[src/rtl/uart_tx_arb_if.sv]
// Handshake bundle between the byte requesters, the arbiter and the UART serializer.
// The arbiter takes the slave modport; requesters and serializer drive the master side.
interface uart_tx_arb_if #(
  parameter int NREQ  = 4,
  parameter int CNT_W = 16
);
  logic [NREQ-1:0]   req_valid;
  logic [8*NREQ-1:0] req_data;
  logic [NREQ-1:0]   req_en;
  logic [NREQ-1:0]   req_ready;
  logic              tx_rdy;
  logic [7:0]        tx_data;
  logic              tx_ack;
  logic              busy;
  logic [2:0]        grant_id;
  logic [CNT_W-1:0]  frame_cnt;

  modport master (
    output req_valid, req_data, req_en, tx_ack,
    input  req_ready, tx_rdy, tx_data, busy, grant_id, frame_cnt
  );

  modport slave (
    input  req_valid, req_data, req_en, tx_ack,
    output req_ready, tx_rdy, tx_data, busy, grant_id, frame_cnt
  );
endinterface

[src/rtl/uart_tx_arb.sv]
// Round-robin arbiter feeding one byte at a time from NREQ requesters to a UART serializer.
// A byte is released only on a fresh rising edge of the serializer's tx_ack.
module uart_tx_arb #(
  parameter int NREQ  = 4,
  parameter int CNT_W = 16
) (
  input  logic         clk,
  input  logic         rst,
  uart_tx_arb_if.slave bus
);

  typedef enum logic [1:0] {
    IDLE     = 2'b01,
    WAIT_ACK = 2'b10
  } state_e;

  state_e           state, state_nxt;
  logic [2:0]       rr_ptr, rr_nxt;
  logic [2:0]       grant_q, grant_nxt;
  logic             tx_rdy_q, tx_rdy_nxt;
  logic [7:0]       tx_data_q, tx_data_nxt;
  logic             busy_q, busy_nxt;
  logic [NREQ-1:0]  ready_q;
  logic [7:0]       ready_nxt;
  logic [CNT_W-1:0] cnt_q, cnt_nxt;
  logic             ack_d, ack_evt;
  logic [7:0]       elig;
  logic [7:0]       data_arr [8];
  logic             pick_vld;
  logic [2:0]       pick_idx;

  function automatic logic [2:0] wrap_idx(input logic [2:0] base, input int ofs);
    int s;
    s = int'(base) + ofs;
    if (s >= NREQ) s -= NREQ;
    return 3'(s);
  endfunction

  // Level-high tx_ack from a previous byte must never release the current one.
  assign ack_evt = bus.tx_ack & ~ack_d;

  always_comb begin
    elig = '0;
    elig[NREQ-1:0] = bus.req_valid & bus.req_en;
    data_arr = '{default: 8'h00};
    for (int i = 0; i < NREQ; i++) data_arr[i] = bus.req_data[8*i +: 8];
  end

  // Scan from the farthest offset down so the nearest eligible index at or after rr_ptr wins.
  always_comb begin
    pick_vld = 1'b0;
    pick_idx = '0;
    for (int k = NREQ - 1; k >= 0; k--) begin
      if (elig[wrap_idx(rr_ptr, k)]) begin
        pick_vld = 1'b1;
        pick_idx = wrap_idx(rr_ptr, k);
      end
    end
  end

  // NOTE: every signal driven here gets a default first, so no path can infer a latch.
  always_comb begin
    state_nxt   = state;
    rr_nxt      = rr_ptr;
    grant_nxt   = grant_q;
    tx_rdy_nxt  = tx_rdy_q;
    tx_data_nxt = tx_data_q;
    busy_nxt    = busy_q;
    cnt_nxt     = cnt_q;
    ready_nxt   = '0;
    case (state)
      IDLE: begin
        tx_rdy_nxt = 1'b0;
        busy_nxt   = 1'b0;
        // No grant during the req_ready cycle: the accepted requester still shows req_valid.
        if (pick_vld && ready_q == '0) begin
          grant_nxt   = pick_idx;
          tx_data_nxt = data_arr[pick_idx];
          tx_rdy_nxt  = 1'b1;
          busy_nxt    = 1'b1;
          state_nxt   = WAIT_ACK;
        end
      end
      WAIT_ACK: begin
        if (ack_evt) begin
          ready_nxt[grant_q] = 1'b1;
          rr_nxt             = wrap_idx(grant_q, 1);
          cnt_nxt            = cnt_q + 1'b1;
          tx_rdy_nxt         = 1'b0;
          busy_nxt           = 1'b0;
          state_nxt          = IDLE;
        end
      end
      default: begin
        state_nxt  = IDLE;
        tx_rdy_nxt = 1'b0;
        busy_nxt   = 1'b0;
      end
    endcase
  end

  // NOTE: sequential state uses non-blocking assignments so all registers update together.
  always_ff @(posedge clk or negedge rst) begin
    if (!rst) begin
      state     <= IDLE;
      rr_ptr    <= '0;
      grant_q   <= '0;
      tx_rdy_q  <= 1'b0;
      tx_data_q <= 8'h00;
      busy_q    <= 1'b0;
      ready_q   <= '0;
      cnt_q     <= '0;
      ack_d     <= 1'b0;
    end else begin
      state     <= state_nxt;
      rr_ptr    <= rr_nxt;
      grant_q   <= grant_nxt;
      tx_rdy_q  <= tx_rdy_nxt;
      tx_data_q <= tx_data_nxt;
      busy_q    <= busy_nxt;
      ready_q   <= ready_nxt[NREQ-1:0];
      cnt_q     <= cnt_nxt;
      ack_d     <= bus.tx_ack;
    end
  end

  assign bus.req_ready = ready_q;
  assign bus.tx_rdy    = tx_rdy_q;
  assign bus.tx_data   = tx_data_q;
  assign bus.busy      = busy_q;
  assign bus.grant_id  = grant_q;
  assign bus.frame_cnt = cnt_q;

endmodule

[src/flat_wrapper.sv]
// flat-port wrapper written by rule: the top's interface ports become plain ports
module uart_tx_arb_flat 
#(
  parameter int NREQ  = 4,
  parameter int CNT_W = 16
)
  (clk, rst, bus_req_valid, bus_req_data, bus_req_en, bus_tx_ack, bus_req_ready, bus_tx_rdy, bus_tx_data, bus_busy, bus_grant_id, bus_frame_cnt);
  uart_tx_arb_if #(.NREQ(NREQ), .CNT_W(CNT_W)) bus_i ();
  input  logic clk;
  input  logic rst;
  input wire logic [$bits(bus_i.req_valid)-1:0] bus_req_valid;
  input wire logic [$bits(bus_i.req_data)-1:0] bus_req_data;
  input wire logic [$bits(bus_i.req_en)-1:0] bus_req_en;
  input wire logic [$bits(bus_i.tx_ack)-1:0] bus_tx_ack;
  output wire logic [$bits(bus_i.req_ready)-1:0] bus_req_ready;
  output wire logic [$bits(bus_i.tx_rdy)-1:0] bus_tx_rdy;
  output wire logic [$bits(bus_i.tx_data)-1:0] bus_tx_data;
  output wire logic [$bits(bus_i.busy)-1:0] bus_busy;
  output wire logic [$bits(bus_i.grant_id)-1:0] bus_grant_id;
  output wire logic [$bits(bus_i.frame_cnt)-1:0] bus_frame_cnt;
  assign bus_i.req_valid = bus_req_valid;
  assign bus_i.req_data = bus_req_data;
  assign bus_i.req_en = bus_req_en;
  assign bus_i.tx_ack = bus_tx_ack;
  assign bus_req_ready = bus_i.req_ready;
  assign bus_tx_rdy = bus_i.tx_rdy;
  assign bus_tx_data = bus_i.tx_data;
  assign bus_busy = bus_i.busy;
  assign bus_grant_id = bus_i.grant_id;
  assign bus_frame_cnt = bus_i.frame_cnt;
  uart_tx_arb #(.NREQ(NREQ), .CNT_W(CNT_W)) u_core (.clk(clk), .rst(rst), .bus(bus_i));
endmodule
[config.mk]
export PLATFORM = sky130hd
export DESIGN_NAME = uart_tx_arb_flat
export DESIGN_NICKNAME = d
export VERILOG_FILES = /design/src/rtl/uart_tx_arb_if.sv /design/src/rtl/uart_tx_arb.sv /design/src/flat_wrapper.sv
export SDC_FILE = /design/constraint.sdc
export NUM_CORES = 1
export LEC_CHECK = 0
export ABC_AREA = 1
export CAP_MARGIN = 40
export CORE_MARGIN = 2
export CORE_UTILIZATION = 45
export CTS_CLUSTER_SIZE = 25
export DETAILED_ROUTE_END_ITERATION = 12
export GPL_ROUTABILITY_DRIVEN = 0
export PLACE_DENSITY_LB_ADDON = 0.12
export SLEW_MARGIN = 15
export SYNTH_ARGS = -nofsm -noshare
export SYNTH_HDL_FRONTEND = slang
export SYNTH_SLANG_ARGS = --single-unit
[constraint.sdc]
create_clock -name clk -period 2.3 [get_ports clk]
set_input_delay 0.23 -clock clk [delete_from_list [all_inputs] [get_ports clk]]
set_output_delay 0.23 -clock clk [all_outputs]
set_load 0.02 [all_outputs]
### After elaboration in Yosys (flattened, before gate mapping)

Index checks and enable logic that the tools add are counted.

| word-level totals | value |
|---|---|
| register bits | 38 |
| logic and storage cells | 78 |
| memories kept | 0 |
| bits in latches | 0 |
| memory bits (writable) | 0 |
| memory bits (read-only) | 0 |
| input bits | 43 |
| output and inout bits | 33 |

| operators by class | value |
|---|---|
| $add $sub $neg | 10 |
| multipliers | 0 |
| order comparisons | 12 |
| shifts and indexed selects | 0 |
| equality and inequality tests | 4 |
| divide/modulo/power cells | 0 |
| muxes and demuxes | 34 |
| bitwise logic cells | 4 |
| reduce and logical (&&, ||, !) cells | 6 |

Operators with widths:

| kind | number |
|---|---|
| $mux W3 | 9 |
| $bmux W8 S3 | 1 |
| $lt A3 B4 Y1 const B | 5 |
| $add A16 B1 Y16 const B | 1 |
| $ge A4 B3 Y1 const B | 4 |
| $mux W8 | 2 |
| $sub A3 B3 Y3 const B | 5 |
| $bmux W1 S3 | 4 |
| $mux W1 | 11 |
| $add A3 B1 Y4 const B | 2 |
| $add A3 B2 Y4 const B | 2 |
| $mux W4 | 2 |
| $reduce_and A2 Y1 | 3 |
| $and A4 B4 Y4 | 1 |
| $ge A4 B4 Y1 const B | 1 |
| $logic_not A4 Y1 | 1 |
| $mux W2 | 2 |
| $ne A2 B1 Y1 const B | 2 |
| $not A3 Y4 | 1 |
| $pmux W2 S2 | 1 |
| $demux W1 S3 | 1 |
| $ge A3 B1 Y1 const B | 1 |
| $ge A3 B3 Y1 const B | 1 |
| $eq A2 B1 Y1 const B | 1 |
| 5 further kinds | 6 |

### Longest topological paths before layout

| logic depth | value |
|---|---|
| depth after elaboration | 13 |
| depth in mapped cells | 17 |
| mapped depth without buffers | 15 |

### Least setup slack after synthesis

No wires, ideal clock.

| path | value |
|---|---|
| path kind | flip-flop to flip-flop |
| start point | register u_core.rr_ptr[0] |
| end point | register u_core.tx_data_q[6] (netlist: u_core.bus.tx_data[6]) |
| period minus slack after synthesis | 1918 ps |
| buffers on the path | 2 |
| arrival time | 1802 ps |
| setup time | 117 ps |
| slack | 382 ps |
| cell stages (with the launch flop) | 17 |
| required time | 2183 ps |
| cells stage by stage | dfrtp_1 -> buf_6 -> inv_6 -> ha_1 -> inv_1 -> nand3_1 -> inv_2 -> nor2_2 -> nand2_1 -> nand3_2 -> nand2_4 -> buf_8 -> nand2_2 -> nand3_1 -> nand2_1 -> nand2_1 -> nand2_1 |

| between the ends | value |
|---|---|
| longest elaborated chain between the ends | 13 |
| elaborated cells on any way between the ends | 37 |
| those cells by class | 7 x add/sub; 4 x order compare; 23 x mux; 1 x bitwise; 2 x reduce/logical |

Ends and longest elaborated chain:

| what | line | RTL |
|---|---|---|
| start: declaration | uart_tx_arb.sv:18 | `logic [2:0] rr_ptr, rr_nxt;` |
| start signal: assignment | uart_tx_arb.sv:116 | `rr_ptr <= rr_nxt;` |
| $add A3 B2 Y4 | uart_tx_arb.sv:34 | `s = int'(base) + ofs;` |
| $ge A4 B3 Y1 / $sub A3 B3 Y3 (equally long branches) | uart_tx_arb.sv:35 | `if (s >= NREQ) s -= NREQ;` |
| $mux W3 | uart_tx_arb.sv:35 |  |
| $bmux W1 S3 | uart_tx_arb.sv:54 | `if (elig[wrap_idx(rr_ptr, k)]) begin` |
| $mux W1 (not written as such) | uart_tx_arb.sv:54 |  |
| $mux W3 (4 in series) | uart_tx_arb.sv:54 |  |
| $not A3 Y4 (not written as such) | uart_tx_arb.sv:78 | `tx_data_nxt = data_arr[pick_idx];` |
| $bmux W8 S3 | uart_tx_arb.sv:78 |  |
| $mux W8 (not written as such) (2 in series) | uart_tx_arb.sv:78 |  |
| end signal: assignment | uart_tx_arb.sv:119 | `tx_data_q <= tx_data_nxt;` |
| end: declaration | uart_tx_arb.sv:21 | `logic [7:0] tx_data_q, tx_data_nxt;` |

Several ways; a longest one is shown, not always the timed one. The select of a mux whose other input is x is not followed.
A chain may end at the register's enable or synchronous reset.

### Final worst setup path

| path | value |
|---|---|
| start point | register u_core.rr_ptr[1] |
| end point | register u_core.tx_data_q[3] (netlist: u_core.bus.tx_data[3]) |

Same word-level chain as after synthesis.

==> out/metrics.yaml <==
synth_ff_type: "dfrtp_1"
cts_tree: "yes"
yosysWarningCount: 0
dieArea_um2: 5757
cts_max_level: 2
rsz0062_at_grt: "false"
status: "finished clean"
antenna_found_initial: 0
path_delay_family: "simple AND/OR/NAND/NOR gates"
p_leak_uw: 0.001693
row_count: 26
finalClockSkew_ps: 6.348
clock_sinks: 38
async_reset_ff_frac: 1.000
worst_slew_pin_slew_ps: 343.5
die_h_um: 75.88
start_util: 0.4610
synth_compound_area_frac: 0.01507
synthSimpleGateAreaFrac: 0.3767
final_util: 0.6457
insertion_delay_ps: 280
ios: 76
track_usage: 0.1878
cap_violations: 0
end_kind: "flip-flop"
cp.depth: 11
coreArea_um2: 5042
critical_path_class: "reg -> reg"
clockBufferDepth: 2
grt_pass1_vias: 1910
nets: 430
synth_cell_types: 30
setup_viol: 0
drive_above_1_share: 0.1224
grt_max_degree: 26
fin_crit_sh: 0.9296
cts_setup_buffers: 0
dieWidth_um: 75.88
synthXorXnorAreaFrac: 0.05651
synth_top_family_by_area: "simple AND/OR/NAND/NOR gates"
required_ps: 2470
synth_area_leaders: "dfrtp_1 (40%), nand2_1 (12%), nand3_1 (9.5%)"
cp_common_cell: "nand3_1"
cts_root_buf: "clkbuf_8"
ant_nets: 0
synth_fp_nets: 349
fin_area_um2: 3256
drt_iter0_drc: 86
area_growth_pct: 40.04
grt_pass1_wl_um: 8335
post-route-drc-count: 0
placed_area_um2: 3147
fin_tns_setup_ps: 0
synth_fa_ha_area_frac: 0.02153
synth_area_per_cell_um2: 7.698
yosysTopAreaCell: "dfrtp_1"
holdWs_ps: 372.6
worstPathArrival_ps: 2310
relSlewSlack: 0.7710
reg2reg_depth: 11
timing.fmax_mhz: 467.7
syn-cell-area_um2: 2325
yosysMostFrequentCell: "nand2_1"
vias_per_cell: 4.727
synthTopCellsByCount: "nand2_1 (76), inv_1 (54), nand3_1 (44)"
cp-start-kind: "flip-flop"
synth_edf_count: 0
path_max_fanout: 19
max-vdd-ir-drop_mv: 0.7240
max_stage_delay_ps: 410
slowest_stage: "dfrtp_1"
grt_overflow: 0
dr.pass1.iters: 4
path_cells: "inv_2 -> ha_1 -> inv_1 -> nand3_1 -> nand3_1 -> nand2_2 -> nand2_4 -> nand2_8 -> or2_1 -> nand3_1 -> nand3_1"
vias: 2146
syn_inst: 302
numCtsBuffers: 5
synthMuxAreaShare: 0
portBuffers: 75
period_minus_slack_ps: 2138
clk_pin_slew_ps: 70
ys_ff_latch: 38
p_per_area_nw_per_um2: 1272
wl_per_cell_um: 11.48
hp-class: "in -> async"
routed_wl_um: 5210
ys_seq_area_frac: 0.4096
n_antenna_cell: 0
hold_viol: 0
hpwl_um: 4021
maxSlewViolCount: 0
critical_path_buf_inv_count: 2
yosysTopAreaCellShare: 0.3983
[worst register-to-register path, delay by kind of cell, from the launching register on]
family	cells	cell delay, ps
adder cells (fa/ha/maj)	1	290
flip-flops	1	410
buffers and inverters	2	240
AND/OR/NAND/NOR	8	1080
[registers in the layout (all words and copies together) (netlist names)]
| name | flops |
|---|---|
| u_core.bus.frame_cnt | 16 |
| u_core.bus.tx_data | 8 |
| u_core.bus.grant_id | 3 |
| u_core.bus.req_ready | 4 |
| u_core.bus.tx_rdy | 1 |
| u_core.state | 2 |
| u_core.ack_d | 1 |
| u_core.rr_ptr | 3 |
[cells by family (layout without fill, tap and decap cells)]
| family | Yosys count | in the layout |
|---|---|---|
| fa+ha+maj | 4 | 4 |
| simple gates | 173 | 173 |
| buf+inv | 65 | 147 |
| xor+xnor | 15 | 15 |
| flops | 38 | 38 |
| compound gates | 7 | 7 |
[stage by stage]
step                      setup slack [ps]  std cells  power, uW
after detailed placement             160.8        445       3633
after floorplan                      381.6        302       2938
after global placement               245.5        444       3568
after CTS                            145.0        454       4083
final                                161.9        454       4140
after global routing                 26.15        454       4494
[cell usage in the layout (no fill, tap or decap), types with 5 or more instances in the layout]
cell             count
nand2_1             76
inv_1               54
nor2_1              12
xnor2_1              8
nand3_2              6
xor2_1               7
nand4_1              5
clkbuf_8             5
nand3_1             43
clkdlybuf4s50_1     74
nor2_2               6
dfrtp_1             37
nand2_2              9
[routing by layer]
layer | track usage | vias up | wire, um
li1 | - | 1088 | -
met1 | 0.2548 | 986 | 2362
met2 | 0.3075 | 63 | 2443
met3 | 0.02910 | 9 | 319
met4 | 0.06238 | 0 | 85
met5 | 0 | - | 0
[cell type report]
class | count | area [um^2]
fillers | 439 | 1787
multi-input cells | 199 | 1111
flip-flops and latches | 38 | 952.2
repair buffers | 80 | 798.3
inverters | 59 | 226.5
well taps | 70 | 87.58
clock buffers | 8 | 80.08
[path summary, 6_finish.rpt]
check / start / to / slack (ps)
max in group asynchronous: rst / u_core.state[0]$_DFFE_PN1P_ / 1410
setup reg to reg: u_core.rr_ptr[1]$_DFFE_PN0P_ / u_core.bus.tx_data[3]$_DFFE_PN0P_ / 160
setup / recovery: u_core.rr_ptr[1]$_DFFE_PN0P_ / u_core.bus.tx_data[3]$_DFFE_PN0P_ / 160
min in group clk: bus_tx_ack / u_core.ack_d$_DFF_PN0_ / 450
hold / removal: rst / u_core.bus.frame_cnt[1]$_DFFE_PN0P_ / 370
hold reg to reg: u_core.bus.frame_cnt[15]$_DFFE_PN0P_ / u_core.bus.frame_cnt[15]$_DFFE_PN0P_ / 480
[where the power goes]
group | internal, uW | total [uW] | leakage, uW | switching (uW)
registers | 866 | 1010 | 0.000490 | 147
clock network | 215 | 430 | 0.0000395 | 215
logic | 1020 | 2700 | 0.00116 | 1680
[timing repair]
item	CTS	global route
setup endpoints to repair	0	3
hold buffers	1	0
endpoints found under the hold margin	13	0
gates resized for setup	0	3
No activity file was read; power rests on OpenSTA's default activity.
==> RTL change 1, RTL diff (same flow settings) <==
Reset style: synchronous (`rst`), changed in one clocked block.
--- a/src/rtl/uart_tx_arb.sv
+++ b/src/rtl/uart_tx_arb.sv
@@ -100,7 +100,7 @@
   end
 
   // NOTE: sequential state uses non-blocking assignments so all registers update together.
-  always_ff @(posedge clk or negedge rst) begin
+  always_ff @(posedge clk) begin
     if (!rst) begin
       state     <= IDLE;
       rr_ptr    <= '0;
Function: differs if rst is asserted again (counterexample within 4 cycles, from zero or initial values and one cycle with rst low); with rst held inactive, the same outputs for 4 cycles.
==> RTL change 1 against the original RTL <==
Area after synthesis down 1.1%. Via count up 12%. Final cell count up 11%. Die area down 1.0%. Wire length up 12%. Largest cell class unchanged. Setup slack worse by 7.8 ps. Synthesized cell count up 17%. Highest routed layer unchanged. Sequential cell count unchanged. Design area about the same.
Power is not compared: it rests on default switching activity, and its combinational part moved more than twofold at a synthesized area within 25%.
==> RTL change 1: results (changes against the original RTL) <==
----------------------------------------------------
[Placed design]
  Post-detail-place hpwl ... 4410 um (+9.6%)
  Placed cell area ... 3100 sq um (-1.5%)
  Number of port buffers ... 75 (unchanged)
  Worst Setup Slack post-DPL ... 112 ps (-48.9 ps)

[Logic synthesis]
  Total nets after synthesis ... 400 (+15%)
  Mapped Avg Cell Area ... 6.51 sq um (-15%)
  Count of yosys warnings during synthesis ... 0 (unchanged)
  Register area share after synthesis ... 0.331 (-0.0788)
  Top cells by instance count after synthesis ... sky130_fd_sc_hd__inv_1, sky130_fd_sc_hd__nand2_1, sky130_fd_sc_hd__nand3_1, sky130_fd_sc_hd__dfxtp_1
  Fraction of post-synthesis cell area in the top cell type by area ... 0.331 (-0.0675)
  Share of flip-flops with an asynchronous set or reset after synthesis ... 0 (-1.00)
  Largest cells by area after synthesis ... sky130_fd_sc_hd__dfxtp_1, sky130_fd_sc_hd__nand3_1, sky130_fd_sc_hd__inv_1, sky130_fd_sc_hd__nand2_1, sky130_fd_sc_hd__a21oi_1

[Global routing]
  Global-route wire length before repair ... 8930 um (+7.1%)
  Total routing resource utilization after global routing ... 0.201 (+0.0127)
  Via count of the first global-routing pass ... 2,044 (+7.0%)
  Maximum number of pins on one net before global-route repair ... 18 (-31%)

[Routing]
  Met3 wire length ... 364 um (+14%)
  DRT Wirelength ... 5830 um (+12%)
  Total via count after detailed routing ... 2,410 (+12%)
  Routed metal-1 wire length ... 2650 um (+12%)
  DRT iter0 DRCs ... 111 (+29%)
  Met2 layer wire length in the routed design ... 2740 um (+12%)

[Layout]
  Fraction of layout instances using a drive strength above 1 ... 0.0968 (-0.0256)
  Number of fillers in the final layout ... 473 (+7.7%)
  Final layout net count ... 480 (+12%)
  Cell Count, Final, Fillers Out ... 504 (+11%)

[STA]
  Slew at the pin closest to its max-slew limit ... 363 ps (+19.5 ps)
  Min Clock Period, post-route ... 2150 ps (+7.81 ps)
  Fin Hold WS ... 486 ps (+113 ps)
  Clock Skew ... 7.46 ps (+1.11 ps)

[Worst setup path]
  Depth of the worst register-to-register path ... 15 (+4)
  Worst-path maximum fanout ... 17 (-2)

[Worst hold path]
  Worst min-delay path class ... register to register

[Clock tree]
  # hold bufs at CTS ... 0 (-1)

[Run status]
  Run status ... complete, no violations

----------------------------------------------------
## RTL change 1: changes by cell type in the layout (fill, tap and decap cells not counted), moves of 14 or more
cell and change:
sky130_fd_sc_hd__inv_1 +22, sky130_fd_sc_hd__a21oi_1 +19, sky130_fd_sc_hd__dfxtp_1 +36, sky130_fd_sc_hd__nand3_1 +14
sky130_fd_sc_hd__dfrtp_1 -37
## RTL change 1: layout make-up
| cell class | count | area, sq um | share of cell area |
|---|---|---|---|
| clock inverter | 2 | 12.5 | 0.00384 |
| inverter | 80 | 308 | 0.0945 |
| sequential | 38 | 763 | 0.234 |
| tap | 70 | 87.6 | 0.0269 |
| timing repair buffer | 83 | 815 | 0.250 |
| multi-input combinational | 225 | 1190 | 0.365 |
| clock buffer | 6 | 82.6 | 0.0254 |
## RTL change 1: kinds of logic (layout without fill, tap and decap cells)
| group | count (synthesis) | in the layout | synth area share |
|---|---|---|---|
| simple gates | 181 | 181 | 0.382 |
| xor+xnor | 2 | 2 | 0.00762 |
| flops | 38 | 38 | 0.331 |
| buf+inv | 90 | 171 | 0.170 |
| compound gates | 38 | 38 | 0.0876 |
| fa+ha+maj | 4 | 4 | 0.0218 |
## RTL change 1: worst max-delay path: stages, from the launching register on
cell and delay, ps:
sky130_fd_sc_hd__dfxtp_2 390, sky130_fd_sc_hd__inv_8 60, sky130_fd_sc_hd__ha_1 320, sky130_fd_sc_hd__inv_1 140, sky130_fd_sc_hd__nor2_1 90, sky130_fd_sc_hd__nor2_2 120, sky130_fd_sc_hd__nand2_1 80, sky130_fd_sc_hd__nand2_2 110
sky130_fd_sc_hd__nand2_8 110, sky130_fd_sc_hd__nand2_8 140, sky130_fd_sc_hd__buf_6 140, sky130_fd_sc_hd__nand2_1 60, sky130_fd_sc_hd__nand3_1 80, sky130_fd_sc_hd__nand3_1 90, sky130_fd_sc_hd__nand2_1 80, sky130_fd_sc_hd__inv_1 40
## RTL change 1: layer usage
layer / vias to the layer above / track usage
met5: - / 0
met4: 0 / 0.0663
met3: 9 / 0.0384
met2: 68 / 0.336
met1: 1064 / 0.260
li1: 1269 / -
## RTL change 1: where the power goes
| part | internal (W) | switching [W] | leakage, nW | total (W) |
|---|---|---|---|---|
| Combinational | 0.000325 | 0.000419 | 1.12 | 0.000744 |
| Clock | 0.000241 | 0.000231 | 0.0472 | 0.000472 |
| Sequential | 0.000720 | 0.0000404 | 0.310 | 0.000760 |
## RTL change 1: what timing repair did
item,4_1_cts,5_1_grt
endpoints found under the hold margin,0,0
resized for setup,0,11
endpoints found under the setup margin,0,8
setup buffers,0,2
==> RTL change 2, RTL diff (same flow settings) <==
Without the edit above. `NREQ` is set to 4 in 3 places; all go to 3.
--- a/src/rtl/uart_tx_arb_if.sv
+++ b/src/rtl/uart_tx_arb_if.sv
@@ -1,7 +1,7 @@
 // Handshake bundle between the byte requesters, the arbiter and the UART serializer.
 // The arbiter takes the slave modport; requesters and serializer drive the master side.
 interface uart_tx_arb_if #(
-  parameter int NREQ  = 4,
+  parameter int NREQ  = 3,
   parameter int CNT_W = 16
 );
   logic [NREQ-1:0]   req_valid;
--- a/src/rtl/uart_tx_arb.sv
+++ b/src/rtl/uart_tx_arb.sv
@@ -1,7 +1,7 @@
 // Round-robin arbiter feeding one byte at a time from NREQ requesters to a UART serializer.
 // A byte is released only on a fresh rising edge of the serializer's tx_ack.
 module uart_tx_arb #(
-  parameter int NREQ  = 4,
+  parameter int NREQ  = 3,
   parameter int CNT_W = 16
 ) (
   input  logic         clk,
--- a/src/flat_wrapper.sv
+++ b/src/flat_wrapper.sv
@@ -1,7 +1,7 @@
 // flat-port wrapper written by rule: the top's interface ports become plain ports
 module uart_tx_arb_flat 
 #(
-  parameter int NREQ  = 4,
+  parameter int NREQ  = 3,
   parameter int CNT_W = 16
 )
   (clk, rst, bus_req_valid, bus_req_data, bus_req_en, bus_tx_ack, bus_req_ready, bus_tx_rdy, bus_tx_data, bus_busy, bus_grant_id, bus_frame_cnt);
Ports: changed (resized bus_req_data, bus_req_en, bus_req_ready and bus_req_valid); port bits go from 76 to 65. No check against the original RTL was run, so the function may have changed too.
==> RTL change 2 against the original RTL <==
Design area decreased by 3.9%. Combinational power increased by 21%. First-iteration DRC count up 1.2%. Critical path type unchanged. Area after synthesis down 7.3%. Sequential cell count decreased by 1. Wire length up 1.5%. Count of clock-buffer cells in the layout unchanged. Total power is 13% higher. Via count is 4.7% lower. Clock power increased by 1%. Die area shrank 6.9%. Synthesized cell count is 9.6% lower. Fmax is 0.56% higher. Setup slack better by 12 ps.
==> RTL change 2: results (changes against the original RTL) <==
----------------------------------------------------
[STA]
  Slew at the pin closest to its max-slew limit ... 466 ps (+122 ps)
  Clock Skew ... 9.89 ps (+3.54 ps)
  Fin Hold WS ... 305 ps (-68.0 ps)

[Placed design]
  Placed cell area ... 2870 sq um (-8.9%)
  Post-detail-place hpwl ... 3670 um (-8.8%)
  Placed insts ... 391 (-12%)
  Number of port buffers ... 64 (-15%)

[Global routing]
  Total routing resource utilization after global routing ... 0.197 (+0.00888)
  Maximum number of pins on one net before global-route repair ... 34 (+31%)
  Global-route wire length before repair ... 8140 um (-2.3%)
  Via count of the first global-routing pass ... 1,875 (-1.8%)
  Routing usage on met2 ... 0.334 (+0.0269)
  Met3 demand-to-capacity share in global routing ... 0.0497 (+0.0206)

[Power]
  Worst-case vdd ir drop ... 571 uV (-21%)
  Leak ... 1.55 nW (-8.4%)

[Logic synthesis]
  Compound-Gate Fraction of Synth Area ... 0.0546 (+0.0395)
  Count of distinct cell types in the synthesized netlist ... 27 (-10%)
  Most instantiated flip-flop cell in the synthesis netlist ... sky130_fd_sc_hd__dfrtp_1
  Post-synthesis share of cell area spent on xor and xnor gates ... 0.0650 (+0.00853)
  Register area share after synthesis ... 0.430 (+0.0207)
  Total nets after synthesis ... 314 (-10%)
  Post-synthesis cell count ... 273 (-9.6%)
  Largest cells by area after synthesis ... sky130_fd_sc_hd__dfrtp_1, sky130_fd_sc_hd__nand2_1, sky130_fd_sc_hd__inv_1, sky130_fd_sc_hd__nand3_1, sky130_fd_sc_hd__ha_1

[Run status]
  Run status ... complete, no violations

[Routing]
  DRT iter0 DRCs ... 87 (+1.2%)
  Router iterations before antenna repair ... 5 (+1)
  Wire per inst ... 12.9 um (+13%)
  Total via count after detailed routing ... 2,045 (-4.7%)
  Routed metal-1 wire length ... 2280 um (-3.6%)
  DRT Wirelength ... 5290 um (+1.5%)
  Met2 layer wire length in the routed design ... 2650 um (+8.6%)
  Met3 wire length ... 278 um (-13%)

[Layout]
  Final layout net count ... 395 (-8.1%)
  Fraction of layout instances using a drive strength above 1 ... 0.141 (+0.0184)
  Number of fillers in the final layout ... 409 (-6.8%)

[Worst setup path]
  Depth of the worst register-to-register path ... 14 (+3)
  Worst-path maximum fanout ... 7 (-12)
  R2R Path End ... u_core.bus.grant_id[0]$_DFFE_PN0P_

----------------------------------------------------
RTL change 2: changes by cell type after synthesis, moves of 3 or more:
cell                       before  now
sky130_fd_sc_hd__nor2_1        12   17
sky130_fd_sc_hd__nor3_2         0    3
sky130_fd_sc_hd__inv_1         54   44
sky130_fd_sc_hd__ha_1           4    8
sky130_fd_sc_hd__a21oi_1        2    6
sky130_fd_sc_hd__nand3_1       44   33
sky130_fd_sc_hd__nor2_2         7    0
sky130_fd_sc_hd__o211ai_1       0    7
sky130_fd_sc_hd__nand2_1       76   69
sky130_fd_sc_hd__nand2_2        9    6
sky130_fd_sc_hd__nand3_2        5    1
RTL change 2: worst max path at each step:
stage | startpoint | to | depth (start not counted)
finish | u_core.rr_ptr[1]$_DFFE_PN0P_ | u_core.bus.grant_id[0]$_DFFE_PN0P_ | 14
global route | u_core.rr_ptr[1]$_DFFE_PN0P_ | u_core.bus.tx_data[2]$_DFFE_PN0P_ | 15
detailed placement | u_core.rr_ptr[1]$_DFFE_PN0P_ | u_core.bus.tx_data[2]$_DFFE_PN0P_ | 12
CTS | u_core.rr_ptr[1]$_DFFE_PN0P_ | u_core.bus.tx_data[1]$_DFFE_PN0P_ | 13
floorplan | u_core.rr_ptr[0]$_DFFE_PN0P_ | u_core.bus.tx_data[0]$_DFFE_PN0P_ | 15
global placement | bus_tx_ack | u_core.bus.frame_cnt[15]$_DFFE_PN0P_ | 11
RTL change 2: timing repair:
| item | in CTS | in global routing |
|---|---|---|
| endpoints found under the hold margin | 36 | 0 |
| endpoints found under the setup margin | 3 | 13 |
| gates cloned | 0 | 2 |
| resized for setup | 3 | 21 |
| pin swaps | 0 | 6 |
| hold buffers | 1 | 0 |
| setup buffers | 0 | 7 |
RTL change 2: power by group:
group | switching (W) | internal [W] | total [W]
clock | 0.000220 | 0.000215 | 0.000435
sequential | 0.000133 | 0.000849 | 0.000982
combinational | 0.00200 | 0.00128 | 0.00328
total | 0.00235 | 0.00234 | 0.00470
RTL change 2: layout make-up:
class	instances	area, sq um	area share
Clock buffer	8	80.1	0.0256
Inverter	46	175	0.0560
Multi-Input combinational cell	188	1130	0.362
Sequential cell	37	928	0.297
Tap cell	54	67.6	0.0216
Timing Repair Buffer	76	744	0.238
RTL change 2: cell families after synthesis:
| logic type | Yosys count |
|---|---|
| and+or+nand+nor | 143 |
| adders and majority gates | 8 |
| DFF | 37 |
| buffers and inverters | 50 |
| AOI/OAI and AO/OA | 19 |
| xor gates and xnor gates | 16 |
RTL change 2: per-stage QoR:
| step | worst slack (ps) | TNS, ps |
|---|---|---|
| floorplan | 159 | 0 |
| global placement | 78.9 | 0 |
| finish | 174 | 0 |
| detailed placement | -16.6 | -34.3 |
| CTS | 29.0 | 0 |
| global route | -33.0 | -53.1 |
